--- src/rtl/bpd_bob.sv ---
// rtl/bpd_bob.sv - branch order buffer: in-order record, out-of-order resolve,
// in-order retire driving predictor PHT/BHR updates and mispredict flushes.
module bpd_bob #(
  parameter int DEPTH = 8,
  parameter int PTR_W = 3
) (
  input  logic             clock,
  input  logic             reset_n,
  input  logic             alloc_valid_i,
  input  logic [63:0]      alloc_pc_i,
  input  logic [11:0]      alloc_bhr_i,
  input  logic [9:0]       alloc_lochist_i,
  input  logic             alloc_pred_i,
  output logic             alloc_ready_o,
  output logic [PTR_W-1:0] alloc_tag_o,
  input  logic             res_valid_i,
  input  logic [PTR_W-1:0] res_tag_i,
  input  logic             res_brdir_i,
  input  logic             ext_flush_i,
  output logic             bpd_rt_ud_o,
  output logic             bpd_rt_brdir_o,
  output logic [63:0]      bob_pc_r_o,
  output logic [11:0]      bob_bhr_r_o,
  output logic [9:0]       bob_lochist_r_o,
  output logic             bob_valid_r_o,
  output logic             flush_o,
  output logic [PTR_W:0]   count_o
);

  localparam logic [PTR_W:0] FULL_COUNT = (PTR_W + 1)'(DEPTH);

  logic [63:0]      pc_mem  [DEPTH];
  logic [11:0]      bhr_mem [DEPTH];
  logic [9:0]       loc_mem [DEPTH];
  logic [DEPTH-1:0] valid_q;
  logic [DEPTH-1:0] resolved_q;
  logic [DEPTH-1:0] pred_q;
  logic [DEPTH-1:0] act_q;
  logic [PTR_W-1:0] head_q;
  logic [PTR_W-1:0] tail_q;
  logic [PTR_W:0]   count_q;

  logic retire;
  logic mispredict;
  logic alloc_fire;
  logic res_fire;

  assign alloc_ready_o = (count_q < FULL_COUNT);
  assign alloc_tag_o   = tail_q;
  assign count_o       = count_q;

  // ext flush wins over everything; wrong-path allocations are dropped
  assign retire     = valid_q[head_q] & resolved_q[head_q] & ~ext_flush_i;
  assign mispredict = retire & (act_q[head_q] != pred_q[head_q]);
  assign alloc_fire = alloc_valid_i & alloc_ready_o & ~flush_o & ~mispredict & ~ext_flush_i;
  assign res_fire   = res_valid_i & valid_q[res_tag_i] & ~resolved_q[res_tag_i] & ~ext_flush_i;

  always_ff @(posedge clock) begin
    if (alloc_fire) begin
      pc_mem[tail_q]  <= alloc_pc_i;
      bhr_mem[tail_q] <= alloc_bhr_i;
      loc_mem[tail_q] <= alloc_lochist_i;
    end
  end

  always_ff @(posedge clock or posedge reset_n) begin
    if (reset_n) begin
      valid_q         <= '0;
      resolved_q      <= '0;
      pred_q          <= '0;
      act_q           <= '0;
      head_q          <= '0;
      tail_q          <= '0;
      count_q         <= '0;
      bpd_rt_ud_o     <= 1'b0;
      bpd_rt_brdir_o  <= 1'b0;
      bob_pc_r_o      <= '0;
      bob_bhr_r_o     <= '0;
      bob_lochist_r_o <= '0;
      bob_valid_r_o   <= 1'b0;
      flush_o         <= 1'b0;
    end else begin
      if (res_fire) begin
        resolved_q[res_tag_i] <= 1'b1;
        act_q[res_tag_i]      <= res_brdir_i;
      end
      if (alloc_fire) begin
        valid_q[tail_q]    <= 1'b1;
        resolved_q[tail_q] <= 1'b0;
        pred_q[tail_q]     <= alloc_pred_i;
        tail_q             <= tail_q + 1'b1;
      end
      if (retire) begin
        valid_q[head_q] <= 1'b0;
        head_q          <= head_q + 1'b1;
      end
      count_q <= count_q + {{PTR_W{1'b0}}, alloc_fire} - {{PTR_W{1'b0}}, retire};

      // a flush overrides the per-entry updates above
      if (ext_flush_i) begin
        valid_q <= '0;
        tail_q  <= head_q;
        count_q <= '0;
      end else if (mispredict) begin
        valid_q <= '0;
        tail_q  <= head_q + 1'b1;
        count_q <= '0;
      end

      bpd_rt_ud_o   <= retire;
      bob_valid_r_o <= retire;
      flush_o       <= ext_flush_i | mispredict;
      if (retire) begin
        bpd_rt_brdir_o  <= act_q[head_q];
        bob_pc_r_o      <= pc_mem[head_q];
        bob_bhr_r_o     <= bhr_mem[head_q];
        bob_lochist_r_o <= loc_mem[head_q];
      end
    end
  end

endmodule

--- config.mk ---
export PLATFORM = sky130hd
export DESIGN_NAME = bpd_bob
export DESIGN_NICKNAME = d
export VERILOG_FILES = /design/src/rtl/bpd_bob.sv
export SDC_FILE = /design/constraint.sdc
export NUM_CORES = 1
export LEC_CHECK = 0
export CAP_MARGIN = 5
export CORE_UTILIZATION = 59
export DETAILED_ROUTE_END_ITERATION = 8
export HOLD_SLACK_MARGIN = 0.03
export PLACE_DENSITY = 0.79
export SLEW_MARGIN = 20
export SYNTH_ARGS = -nofsm -noshare
export SYNTH_HDL_FRONTEND = slang
export SYNTH_SLANG_ARGS = --single-unit
--- constraint.sdc ---
create_clock -name clock -period 4.9 [get_ports clock]
set_input_delay 0.735 -clock clock [delete_from_list [all_inputs] [get_ports clock]]
set_output_delay 0.735 -clock clock [all_outputs]
set_load 0.02 [all_outputs]
==> flow_summary.yaml <==
routing:
  postRouteAntennaNets: 0
  route.top_layer_used: "met5"
  wl_met1_um: 26200
  via_count: 15500
  route.detailed.vias_per_inst: 6.14
  met3_length_um: 4980
  drc_viols: 0
  drt_iter0_markers: 1585
  wirelength_um: 66200
  avgRoutedWirePerCell_um: 26.2
  detail_route.first_pass.iterations: 6
  wl_met2_um: 33500
sta:
  post-route-period-util_pct: 79.8
  rsz_0062_raised_after_global_routing: "false"
  fin_setup_tns_ns: 0
  finalHoldViolCount: 0
  setup_viol: 0
  skew_ns: 0.0265
  tightestPinTransition_ns: 1.10
  timing.final.max_slew_violations: 0
  finalWorstPathRequiredPeriod_ns: 3.91
  fmax_mhz: 256
  slew_headroom_pct: 26.4
logic_synthesis:
  sequential_share_of_the_synthesized_area_pct: 76.4
  synth.yosys.warnings: 0
  net_count_after_synthesis: 1633
  synth_cell_types: 57
  async_flop_share_pct: 16.0
  synthesis.area_per_instance_sq_um: 20.5
  synth_area_sq_mm: 0.0313
  yosys_most_used_dff: "sky130_fd_sc_hd__edfxtp_1"
  synth.ff_latch_count: 819
  edff_count_synth: 688
  postSynthCellCount: 1530
placed_design:
  cell_total_after_placement: 2363
  dp_hpwl_um: 36500
  gpl.final_weighted_congestion: 0.894
  io_buffers: 193
power:
  ir_drop_worst_case_vdd_mv: 0.318
  power.share.switching_pct: 20.0
  power.sequential.fraction_pct: 54.4
  leakage_uw: 0.0122
  internal_power_uw: 11300
  pwr_density_cell_mw_per_mm2: 383
  comb_power_share_pct: 2.8
  net_switching_power_of_the_design_uw: 2830
  power_frac_clock_pct: 42.8
finish:
  layout-drive-gt1-share_pct: 20.8
  layout.nets: 1863
  final-instance-count-excl-fill: 2523
  area_growth_syn_to_layout_pct: 17.6
die:
  core_sq_mm: 0.0526
  ioPinCount: 194
  die_area_sq_mm: 0.0540
  initial_core_util_pct: 59.6
  die_height_um: 232
  dieWidth_um: 232
  std_cell_rows: 84
global_routing:
  grt_max_degree: 183
  antenna_violations_before_repair: 13
  grt_overflow: 0
  first_global_vias: 16200
  wire_length_of_the_first_global_routing_pass_um: 99300
  track_usage_pct: 25.2
critical_path:
  worst-endpoint-arrival_ns: 4.38
  crit-reg2reg-launch: "head_q[2]"
  crit_path_max_fanout: 60
  required_ns: 5.37
  startpoint_type: "register"
  crit_start: "head_q[2]"
  critical_path_class: "reg -> reg"
  endpoint_kind: "register"
clocking:
  max-clock-path-buffers: 3
  cts_tree: "done"
  postCtsResizedCells: 0
  clock-sinks: 819
  numCtsBuffers: 82
  cts_setup_buffers: 0
  hold_buffers: 0
  ctsHtreeMaxLevel: 3
  clock_root_buffer: "sky130_fd_sc_hd__clkbuf_16"
  insertion_delay_ns: 0.62
  clkSlewWorstSetupHoldPaths_ns: 0.06
worst_hold_path:
  worstHoldPathType: "reg -> reg"
  worstHoldStart: "bob_pc_r_o[2]"
flow_run:
  number_of_violations_of_the_max_capacitance_limit: 0
run_status:
  run_status: "finished, final reports clean"
final cells by class:
class,count,area (sq um)
flip-flops and latches,819,23900
fillers,3097,15700
multi-input cells,607,6910
repair buffers,230,2380
clock buffers,118,2320
well taps,688,861
clock inverters,36,309
inverters,20,97.6
diodes,5,12.5
placed cells by master, fill, tap and decap left out, types with 16 or more instances in the layout:
cell	n
sky130_fd_sc_hd__mux4_2	176
sky130_fd_sc_hd__mux2i_1	87
sky130_fd_sc_hd__nand2_1	100
sky130_fd_sc_hd__edfxtp_1	688
sky130_fd_sc_hd__buf_4	23
sky130_fd_sc_hd__dfrtp_1	128
sky130_fd_sc_hd__clkbuf_1	25
sky130_fd_sc_hd__o21ai_0	92
sky130_fd_sc_hd__clkdlybuf4s50_1	193
sky130_fd_sc_hd__nor2_1	20
sky130_fd_sc_hd__clkbuf_16	84
sky130_fd_sc_hd__clkinv_2	16
critical path, cell delays in order, from the launching register on:
cell and delay, ns:
sky130_fd_sc_hd__dfrtp_4 0.97, sky130_fd_sc_hd__inv_1 0.36, sky130_fd_sc_hd__a21oi_1 0.38, sky130_fd_sc_hd__o211ai_1 0.32, sky130_fd_sc_hd__buf_4 0.29, sky130_fd_sc_hd__or2_4 0.29, sky130_fd_sc_hd__nand3_1 0.09, sky130_fd_sc_hd__ha_1 0.14
sky130_fd_sc_hd__inv_1 0.04, sky130_fd_sc_hd__ha_1 0.21, sky130_fd_sc_hd__fa_1 0.42, sky130_fd_sc_hd__xnor2_1 0.18, sky130_fd_sc_hd__nor2_1 0.06
flip-flops by register name, indices dropped and copies added (netlist names), 3 cells and up:
| name | count |
|---|---|
| act_q | 8 |
| alloc_tag_o | 3 |
| bhr_mem | 96 |
| bob_bhr_r_o | 12 |
| bob_lochist_r_o | 10 |
| bob_pc_r_o | 64 |
| count_o | 4 |
| head_q | 3 |
| loc_mem | 80 |
| pc_mem | 512 |
| pred_q | 8 |
| resolved_q | 8 |
| valid_q | 8 |
path summary, 6_finish.rpt:
check                                  to  slack (ns)  depth (start not counted)
hold / removal              bob_pc_r_o[2]        0.48                          2
max in group asynchronous  bob_pc_r_o[26]        3.29                          3
hold reg to reg             bob_pc_r_o[2]        0.48                          2
setup reg to reg               count_o[2]        0.99                         12
setup / recovery               count_o[2]        0.99                         12
min in group asynchronous      valid_q[7]        0.58                          2
metal layers:
metal	global-route usage [%]	vias to the layer above
met4	7.78	16
met2	41.2	663
li1	-	6646
met1	34.6	8067
met5	0	-
met3	5.09	92
power groups by stage:
stage               combinational, uW  sequential, uW  clock (uW)
floorplan                         168            7810           0
global placement                  374            7810           0
detailed placement                387            7810           0
CTS                               390            7670        6130
global route                      420            7670        6400
finish                            389            7670        6040
per-stage QoR:
step	hold WS (ns)	area (sq um)	util, %	power (uW)	setup slack, ns
2_1_floorplan	0.477	31300	-	7980	0.667
3_3_place_gp	0.461	34200	65.1	8180	0.909
3_5_place_dp	0.470	34200	65.1	8200	0.894
4_1_cts	0.483	36800	70.1	14200	0.863
5_1_grt	0.504	36800	70.1	14500	0.799
6_report	0.480	36800	70.1	14100	0.992
logic make-up (layout without fill, tap and decap cells):
group	count (synthesis)	count (layout)	share of synthesized area, %
adders and majority gates	7	7	0.303
muxes	281	281	16.1
buffers and inverters	104	404	1.64
xor gates and xnor gates	15	15	0.419
other	0	5	0
DFF	819	819	76.4
and+or+nand+nor	164	164	2.38
AOI/OAI and AO/OA	140	140	2.75
synthesized netlist by cell type (2+ instances only):
| cell | number | area share (%) |
|---|---|---|
| sky130_fd_sc_hd__clkbuf_1 | 33 | 0.40 |
| sky130_fd_sc_hd__o211ai_1 | 4 | 0.096 |
| sky130_fd_sc_hd__nand2_1 | 100 | 1.2 |
| sky130_fd_sc_hd__buf_6 | 4 | 0.14 |
| sky130_fd_sc_hd__o2111a_1 | 2 | 0.072 |
| sky130_fd_sc_hd__mux4_2 | 176 | 13 |
| sky130_fd_sc_hd__a21oi_1 | 8 | 0.13 |
| sky130_fd_sc_hd__ha_1 | 6 | 0.24 |
| sky130_fd_sc_hd__o2111ai_1 | 2 | 0.056 |
| sky130_fd_sc_hd__nand2b_1 | 2 | 0.040 |
| sky130_fd_sc_hd__or3b_2 | 3 | 0.084 |
| sky130_fd_sc_hd__nor3_1 | 5 | 0.080 |
| sky130_fd_sc_hd__a211oi_1 | 5 | 0.12 |
| sky130_fd_sc_hd__a221oi_2 | 2 | 0.096 |
| sky130_fd_sc_hd__nand3_1 | 7 | 0.11 |
| sky130_fd_sc_hd__a211oi_2 | 2 | 0.080 |
| sky130_fd_sc_hd__and2_1 | 2 | 0.040 |
| sky130_fd_sc_hd__xor2_1 | 10 | 0.28 |
| sky130_fd_sc_hd__nor2b_1 | 5 | 0.10 |
| sky130_fd_sc_hd__mux2i_1 | 87 | 2.8 |
| sky130_fd_sc_hd__dfrtp_1 | 131 | 10 |
| sky130_fd_sc_hd__edfxtp_1 | 688 | 66 |
| sky130_fd_sc_hd__mux2_1 | 2 | 0.072 |
| sky130_fd_sc_hd__inv_1 | 19 | 0.23 |
| sky130_fd_sc_hd__mux2_2 | 14 | 0.50 |
| sky130_fd_sc_hd__and3_1 | 3 | 0.060 |
| sky130_fd_sc_hd__nand3b_1 | 5 | 0.12 |
| sky130_fd_sc_hd__nor2_1 | 20 | 0.24 |
| sky130_fd_sc_hd__nor3b_1 | 5 | 0.12 |
| sky130_fd_sc_hd__o21ai_2 | 4 | 0.11 |
| sky130_fd_sc_hd__xnor2_1 | 5 | 0.14 |
| sky130_fd_sc_hd__o21a_1 | 7 | 0.17 |
| sky130_fd_sc_hd__buf_2 | 31 | 0.50 |
| sky130_fd_sc_hd__a311oi_1 | 2 | 0.056 |
| sky130_fd_sc_hd__a31oi_1 | 2 | 0.040 |
| sky130_fd_sc_hd__buf_4 | 15 | 0.36 |
| sky130_fd_sc_hd__o21ai_0 | 92 | 1.5 |
Power figures use the tool's default switching activity.
